===== src/rtl/terminal_ctrl.sv =====
// terminal_ctrl: interprets a byte stream (printables, control codes, ESC row/col addressing)
// and drives the terminal core's strobed write port, keeping a shadow copy of the cursor.
module terminal_ctrl #(
  parameter int unsigned STROBE_HI = 4,
  parameter int unsigned STROBE_LO = 4,
  parameter int unsigned ROWS      = 30,
  parameter int unsigned COLS      = 80
) (
  input  logic       clk,
  input  logic       reset_n,
  input  logic [7:0] in_data,
  input  logic       in_valid,
  output logic       in_ready,
  output logic [7:0] data,
  output logic [1:0] dtype,
  output logic       dstrobe,
  output logic       busy,
  output logic [4:0] row,
  output logic [6:0] col
);

  localparam logic [1:0]  TypeChar = 2'd0;
  localparam logic [1:0]  TypeCol  = 2'd1;
  localparam logic [1:0]  TypeRow  = 2'd2;
  localparam logic [7:0]  LastRow  = 8'(ROWS - 1);
  localparam logic [7:0]  LastCol  = 8'(COLS - 1);
  localparam logic [11:0] ClrLast  = 12'(ROWS * COLS + 3);
  localparam logic [7:0]  HiLoad   = 8'(STROBE_HI - 1);
  localparam logic [7:0]  LoLoad   = 8'(STROBE_LO - 1);

  typedef enum logic [2:0] {StInit, StIdle, StEscRow, StEscCol, StExec} state_e;
  typedef enum logic [1:0] {PhLoad, PhSetup, PhHi, PhLo} phase_e;
  typedef enum logic [2:0] {SeqChar, SeqCol, SeqRow, SeqBs, SeqEsc, SeqClr} seq_e;

  state_e      state_q, state_d;
  phase_e      phase_q, phase_d;
  seq_e        seq_q, seq_d;
  logic [11:0] step_q, step_d;
  logic [7:0]  arg_q, arg_d, arg2_q, arg2_d;
  logic [7:0]  cnt_q, cnt_d;
  logic [7:0]  data_q, data_d;
  logic [1:0]  dtype_q, dtype_d;
  logic        dstrobe_q, dstrobe_d;
  logic [4:0]  row_q, row_d;
  logic [6:0]  col_q, col_d;

  logic        start;
  logic [9:0]  cur_op, nxt_op;
  logic [7:0]  ht_raw, ht_col, lf_row, bs_col, esc_row, esc_col;

  // Op list of each sequence, indexed by step; result is {dtype, data}.
  function automatic logic [9:0] op_of(seq_e s, logic [11:0] step, logic [7:0] a,
                                       logic [7:0] b);
    logic [9:0] op;
    op = {TypeChar, a};
    case (s)
      SeqChar: op = {TypeChar, a};
      SeqCol:  op = {TypeCol, a};
      SeqRow:  op = {TypeRow, a};
      SeqBs:   op = (step == 12'd1) ? {TypeChar, 8'h20} : {TypeCol, a};
      SeqEsc:  op = (step == 12'd0) ? {TypeRow, a} : {TypeCol, b};
      SeqClr: begin
        if (step == 12'd0 || step == ClrLast - 12'd1) op = {TypeRow, 8'h00};
        else if (step == 12'd1 || step == ClrLast)    op = {TypeCol, 8'h00};
        else                                          op = {TypeChar, 8'h20};
      end
      default: op = {TypeChar, a};
    endcase
    return op;
  endfunction

  function automatic logic [11:0] last_of(seq_e s);
    logic [11:0] l;
    case (s)
      SeqBs:   l = 12'd2;
      SeqEsc:  l = 12'd1;
      SeqClr:  l = ClrLast;
      default: l = 12'd0;
    endcase
    return l;
  endfunction

  assign cur_op  = op_of(seq_q, step_q, arg_q, arg2_q);
  assign nxt_op  = op_of(seq_q, step_q + 12'd1, arg_q, arg2_q);
  assign ht_raw  = {1'b0, col_q | 7'd7} + 8'd1;
  assign ht_col  = (ht_raw > LastCol) ? LastCol : ht_raw;
  assign lf_row  = ({3'b000, row_q} == LastRow) ? 8'd0 : {3'b000, row_q} + 8'd1;
  assign bs_col  = {1'b0, col_q} - 8'd1;
  assign esc_row = (in_data > LastRow) ? LastRow : in_data;
  assign esc_col = (in_data > LastCol) ? LastCol : in_data;

  assign in_ready = (state_q == StIdle) || (state_q == StEscRow) || (state_q == StEscCol);
  assign busy     = (state_q == StInit) || (state_q == StExec);
  assign data     = data_q;
  assign dtype    = dtype_q;
  assign dstrobe  = dstrobe_q;
  assign row      = row_q;
  assign col      = col_q;

  always_comb begin
    state_d   = state_q;
    phase_d   = phase_q;
    seq_d     = seq_q;
    step_d    = step_q;
    arg_d     = arg_q;
    arg2_d    = arg2_q;
    cnt_d     = cnt_q;
    data_d    = data_q;
    dtype_d   = dtype_q;
    dstrobe_d = dstrobe_q;
    row_d     = row_q;
    col_d     = col_q;
    start     = 1'b0;

    unique case (state_q)
      StIdle: begin
        if (in_valid) begin
          if (in_data >= 8'h20 && in_data != 8'h7F) begin
            seq_d = SeqChar;
            arg_d = in_data;
            start = 1'b1;
          end else begin
            case (in_data)
              8'h0D: begin seq_d = SeqCol; arg_d = 8'd0;   start = 1'b1; end
              8'h0A: begin seq_d = SeqRow; arg_d = lf_row; start = 1'b1; end
              8'h09: begin seq_d = SeqCol; arg_d = ht_col; start = 1'b1; end
              8'h0C: begin seq_d = SeqClr; start = 1'b1; end
              8'h1B: state_d = StEscRow;
              8'h08: begin
                if (col_q != 7'd0) begin
                  seq_d = SeqBs;
                  arg_d = bs_col;
                  start = 1'b1;
                end
              end
              default: ;
            endcase
          end
        end
      end
      StEscRow: begin
        if (in_valid) begin
          arg_d   = esc_row;
          state_d = StEscCol;
        end
      end
      StEscCol: begin
        if (in_valid) begin
          arg2_d = esc_col;
          seq_d  = SeqEsc;
          start  = 1'b1;
        end
      end
      StInit, StExec: begin
        unique case (phase_q)
          PhLoad: begin
            {dtype_d, data_d} = cur_op;
            phase_d = PhSetup;
          end
          PhSetup: begin
            dstrobe_d = 1'b1;
            cnt_d     = HiLoad;
            phase_d   = PhHi;
            // Shadow cursor follows the core, which acts on this rising edge.
            case (dtype_q)
              TypeRow: row_d = data_q[4:0];
              TypeCol: col_d = data_q[6:0];
              default: begin
                if ({1'b0, col_q} == LastCol) begin
                  col_d = 7'd0;
                  row_d = ({3'b000, row_q} == LastRow) ? 5'd0 : row_q + 5'd1;
                end else begin
                  col_d = col_q + 7'd1;
                end
              end
            endcase
          end
          PhHi: begin
            if (cnt_q == 8'd0) begin
              dstrobe_d = 1'b0;
              cnt_d     = LoLoad;
              phase_d   = PhLo;
            end else begin
              cnt_d = cnt_q - 8'd1;
            end
          end
          PhLo: begin
            if (cnt_q != 8'd0) begin
              cnt_d = cnt_q - 8'd1;
            end else if (step_q == last_of(seq_q)) begin
              state_d = StIdle;
            end else begin
              step_d            = step_q + 12'd1;
              {dtype_d, data_d} = nxt_op;
              phase_d           = PhSetup;
            end
          end
          default: phase_d = PhLoad;
        endcase
      end
      default: state_d = StInit;
    endcase

    if (start) begin
      state_d = StExec;
      phase_d = PhLoad;
      step_d  = 12'd0;
    end
  end

  always_ff @(posedge clk) begin
    if (!reset_n) begin
      // INIT reuses the escape sequence with target (0,0).
      state_q   <= StInit;
      phase_q   <= PhLoad;
      seq_q     <= SeqEsc;
      step_q    <= 12'd0;
      arg_q     <= 8'd0;
      arg2_q    <= 8'd0;
      cnt_q     <= 8'd0;
      data_q    <= 8'd0;
      dtype_q   <= 2'd0;
      dstrobe_q <= 1'b0;
      row_q     <= 5'd0;
      col_q     <= 7'd0;
    end else begin
      state_q   <= state_d;
      phase_q   <= phase_d;
      seq_q     <= seq_d;
      step_q    <= step_d;
      arg_q     <= arg_d;
      arg2_q    <= arg2_d;
      cnt_q     <= cnt_d;
      data_q    <= data_d;
      dtype_q   <= dtype_d;
      dstrobe_q <= dstrobe_d;
      row_q     <= row_d;
      col_q     <= col_d;
    end
  end

endmodule


===== config.mk =====
export PLATFORM = sky130hd
export DESIGN_NAME = terminal_ctrl
export DESIGN_NICKNAME = d
export VERILOG_FILES = /design/src/rtl/terminal_ctrl.sv
export SDC_FILE = /design/constraint.sdc
export NUM_CORES = 1
export LEC_CHECK = 0
export CAP_MARGIN = 20
export CORE_AREA = 3 3 92 94
export DETAILED_ROUTE_END_ITERATION = 10
export DIE_AREA = 0 0 95 97
export PLACE_DENSITY = 0.82
export SKIP_CTS_REPAIR_TIMING = 1
export SYNTH_ARGS = -nofsm -noshare
export SYNTH_HDL_FRONTEND = slang
export SYNTH_SLANG_ARGS = --single-unit

===== constraint.sdc =====
create_clock -name clk -period 4 [get_ports clk]
set_clock_uncertainty 0.1 [all_clocks]
set_input_delay 0.4 -clock clk [delete_from_list [all_inputs] [get_ports clk]]
set_output_delay 0.4 -clock clk [all_outputs]
set_load 0.02 [all_outputs]

* Word level (Yosys, flattened, before mapping)
Index checks and enable logic that the tools add are counted.
** Cells by class
- Eq/ne operators :: 53
- Muxes and demuxes :: 65
- Bitwise gates (word level) :: 6
- Add/sub/neg operators :: 7
- Reduce and logical (&&, ||, !) cells :: 37
- Order comparisons :: 4
** Operator list (number)
- case mux 10 bit (5 select lines) :: 2
- two-way mux 8 bit :: 11
- equality test 12 bit, second input constant :: 4
- equality test 8 x 4 -> 1 bit, second input constant :: 5
- two-way mux 10 bit :: 4
- two-way mux 12 bit :: 3
- two-way mux 3 bit :: 12
- two-way mux 9 bit :: 4
- case mux 12 bit (3 select lines) :: 1
- case mux 8 bit (2 select lines) :: 2
- case mux 8 bit (4 select lines) :: 1
- equality test 12 x 1 -> 1 bit, second input constant :: 2
- logical NOT 12 bit :: 2
- inequality test 2 bit, second input constant :: 12
- case mux 3 bit (4 select lines) :: 2
- case mux 8 bit (3 select lines) :: 1
- inequality test 3 bit, second input constant :: 6
- > comparator 8 x 7 -> 1 bit, second input constant :: 2
- AND reduction 4 bit :: 4
- AND reduction 8 bit :: 2
- case mux 7 bit (2 select lines) :: 1
- adder 12 x 1 -> 12 bit, second input constant :: 1
- equality test 12 bit :: 1
- equality test 3 x 2 -> 1 bit, second input constant :: 4
- 46 further kinds :: 83
** Storage, ports and cells
- Output and inout port bits :: 25
- Bits of input ports :: 11
- Logic and storage cells :: 185
- Bits in registers :: 67

* Depth between registers and ports, before layout
- Depth in word-level cells :: 11
- Gate-level depth with buffers :: 10
- Mapped depth without buffers :: 9

* Least setup slack after synthesis
OpenSTA, ideal clock, no wires.
- Kind :: flip-flop to flip-flop
- Start :: register step_q[1]
- End :: register data_q[0] (netlist: data[0])
- Arrival time :: 2.501 ns
- Data required time :: 3.778 ns
- Stages on the path, launching flop included :: 11
- Setup time :: 0.122 ns
- Path buffers :: 2
- Clock period less this slack :: 2.723 ns
- Setup slack :: 1.277 ns
- Path through :: dfxtp_1 -> ha_1 -> clkbuf_1 -> nand4_1 -> a211o_1 -> o2bb2ai_2 -> nor4_4 -> a21oi_2 -> and4_4 -> buf_6 -> a221o_1
** On the way
- Longest elaborated chain between the ends :: 8
- Elaborated cells between the ends (all ways) :: 23
- Those cells by class :: 1 x add/sub; 6 x eq/ne; 11 x mux; 5 x reduce/logical
** Ends and longest elaborated chain
- start, declared :: RTL line 38 : logic [11:0] step_q, step_d;
- start signal, assigned :: RTL line 230 : step_q <= step_d;
- adder 12 x 1 -> 12 bit :: RTL line 84 : assign nxt_op = op_of(seq_q, step_q + 12'd1, arg_q, arg2_q);
- equality test 12 bit / logical NOT 12 bit (equally long branches) :: RTL line 63, 61
- logical OR 1 bit :: RTL line 63 : if (step == 12'd0 || step == ClrLast - 12'd1) op = {TypeRow, 8'h00};
- two-way mux 10 bit :: RTL line 63
- case mux 10 bit (5 select lines) :: RTL line 56 : case (s)
- two-way mux 8 bit :: RTL line 190 : end else if (step_q == last_of(seq_q)) begin
- two-way mux 8 bit :: RTL line 188 : if (cnt_q != 8'd0) begin
- case mux 8 bit (2 select lines) :: RTL line 155 : unique case (phase_q)
- end signal, assigned :: RTL line 234 : data_q <= data_d;
- end, declared :: RTL line 41 : logic [7:0] data_q, data_d;
Several ways; a longest one is shown, not always the timed one. The select of a mux whose other input is x is not followed.
A chain may end at the register's enable or synchronous reset.

* Worst setup path in the final report
- Start :: register step_q[7]
- End :: register data_q[4] (netlist: data[4])
Same word-level chain as after synthesis.

==> flow_metrics.tcl <==
set metrics [dict create \
    outcome "complete, no violations" \
    p_switching_w 0.001042 \
    crit_required_ns 4.14 \
    cts_tree "built" \
    synth_fa_ha_area_frac 0.04857 \
    yosysWarnings 0 \
    crit_fanout 9 \
    synth_top_family_by_area "simple AND/OR/NAND/NOR gates" \
    syn-num-nets 619 \
    critPathArrivalTime_ns 3.35 \
    post-route-period-util 0.8014 \
    reg2reg_depth 7 \
    worst_path_max_delay_cell "nor4_1" \
    async_flop_share 0 \
    slew-limit-headroom 0.3150 \
    hold_depth 1 \
    crit_family "compound AO/OA/AOI/OAI gates" \
    setup_tns_ns 0 \
    fin_util 0.6750 \
    overflow 0 \
    p_per_area_mw_per_mm2 482.9 \
    portBuffers 35 \
    setup_viol 0 \
    ys_top_cells_by_area "dfxtp_1 29%, nor2_1 5.6%, ha_1 4.9%" \
    drc 0 \
    path_cells "nor4_1 > and2_1 > o21ai_1 > o31ai_1 > a211o_1 > nor4_4 > a221o_1" \
    synth_top_area_cell "dfxtp_1" \
    hold_violations 0 \
    cts-htree-levels 3 \
    die_x_um 95 \
    criticalPathCategory "flip-flop to flip-flop" \
    gp_congestion 0.9417 \
    dpl.hpwl_um 9516 \
    instances_no_fill 716 \
    power_leakage_nw 1.856 \
    num_vias 4735 \
    netlist.area_leader.share 0.2893 \
    finalNetCount 638 \
    syn_area_mm2 0.004637 \
    synth_most_common_cell "nor2_1" \
    fin_crit_ns 3.206 \
    clk_path_buf_depth 2 \
    core-area_mm2 0.007727 \
    grt_pass1_wl_um 21160 \
    power.share.sequential 0.345 \
    slew_violations 0 \
    synthSimpleGateAreaFrac 0.2679 \
    path_depth 7 \
    synthFlopType "dfxtp_1" \
    synthXorXnorAreaFrac 0.04155 \
    ios 36 \
    power_frac_comb 0.427 \
    intPower_w 0.001477 \
    synth_edf_count 0 \
    irDropWorstVdd_uv 218.8 \
    drt_wl_total_um 12830 \
    clk_pin_slew_ns 0.09 \
    synth_cell_types 81 \
    ys_ff_latch 67 \
    crit_path_end_kind "flip-flop" \
    row_count 32 \
    crit_buf_inv 0 \
    synth_compound_gate_area_share 0.2674 \
    start_kind "flip-flop" \
    area_delta_synth_final_pct 12.49 \
    antenna_cells 0 \
    drt_pre_antenna_iters 6 \
    dr.first_iter.drc_count 510 \
    clock-root-buffer "clkbuf_8" \
    grt_pass1_vias 4212 \
    grt_max_degree 28 \
    rsz0062_at_grt "false" \
    insertion_delay_ns 0.35 \
    placed_cells 700 \
    clock_sinks 67 \
    wl_per_cell_um 17.91 \
    tightestPinTransition_ns 1.021 \
    grtUsageTotal 0.2861 \
    antenna_found_initial 0 \
    cpPeakStageDelay_ns 0.71 \
    hold_path_class "flip-flop to flip-flop" \
    ys_seq_area_frac 0.2893 \
    p_sw_frac 0.4138 \
    synth_mux_area_frac 0.02860 \
    design.die.area_mm2 0.009215 \
    cts_buffers 9 \
    ant_nets 0 \
    start_util 0.6001 \
    fmax_mhz 311.9 \
    p_clk_frac 0.228 \
    postSynthCellCount 590 \
    synth.avg_cell_area_um2 7.859 \
    via_per_inst 6.613 \
    max_cap_violations 0 \
    die_h_um 97 \
    synth_common_cells "69 x nor2_1, 67 x dfxtp_1, 39 x nand2_1, 35 x a21oi_1, 26 x inv_1" \
    drive_gt1_frac 0.08143 \
]
-- metal layers --
| layer | global-route usage | vias to the layer above | routed length (um) |
|---|---|---|---|
| li1 | - | 2250 | - |
| met1 | 0.4311 | 2217 | 5659 |
| met2 | 0.4127 | 249 | 5688 |
| met3 | 0.06221 | 19 | 1300 |
| met4 | 0.06770 | 0 | 179 |
| met5 | 0 | - | 0 |
-- per-stage QoR --
step                      setup WS, ns  total power (W)  hold slack [ns]  cell area [um^2]
after floorplan                  1.277         0.001652           0.3205              4637
after global placement          0.8697         0.001905           0.3546              5017
after global routing            0.6239         0.002689           0.4038              5216
after detailed placement        0.7780         0.001938           0.3688              5017
final                           0.7944         0.002519           0.3788              5216
after CTS                       0.8816         0.002515           0.3804              5216
-- cell families after synthesis --
| family | after synthesis |
|---|---|
| AO/OA/AOI/OAI | 177 |
| buffers and inverters | 63 |
| AND/OR/NAND/NOR | 230 |
| flip-flops | 67 |
| adder cells (fa/ha/maj) | 18 |
| multiplexers | 13 |
| XOR/XNOR | 22 |
-- power by group through the flow --
stage	clock network [W]	registers (W)	logic, W
final	0.000574	0.000869	0.00108
after global routing	0.000613	0.000883	0.00119
after CTS	0.000587	0.000867	0.00106
after detailed placement	0	0.000882	0.00106
after global placement	0	0.000876	0.00103
after floorplan	0	0.000888	0.000765
-- cell usage in the layout, fill, tap and decap left out, types with 11 or more instances in the layout --
cell type        count
a211oi_1            11
a21oi_1             35
a31oi_1             16
clkdlybuf4s50_1     35
dfxtp_1             67
ha_1                18
inv_1               26
mux2i_1             11
nand2_1             39
nand3_1             14
nand4_1             12
nor2_1              69
nor3_1              21
o21ai_0             25
xor2_1              13
-- state kept, by name (all words and copies together) (netlist names) --
| signal | cells |
|---|---|
| arg2_q | 8 |
| state_q | 3 |
| phase_q | 2 |
| dtype | 2 |
| step_q | 12 |
| row | 5 |
| seq_q | 3 |
| col | 7 |
| arg_q | 8 |
| dstrobe | 1 |
| cnt_q | 8 |
| data | 8 |
-- final timing paths --
path	startpoint	endpoint	slack, ns
worst max-delay path	step_q[7]	data[4]	0.79
worst min-delay path	arg2_q[2]	data[2]	0.38
worst max register to register	step_q[7]	data[4]	0.79
worst min register to register	arg2_q[2]	data[2]	0.38
-- area by class of cell --
cell class	count	area (um^2)
Timing Repair Buffer	43	410.4
Multi-Input combinational cell	460	3033
Clock buffer	9	123.9
Clock inverter	7	75.07
Fill cell	650	2511
Inverter	28	105.1
Tap cell	102	127.6
Sequential cell	67	1341
No activity file was read; power rests on OpenSTA's default activity.
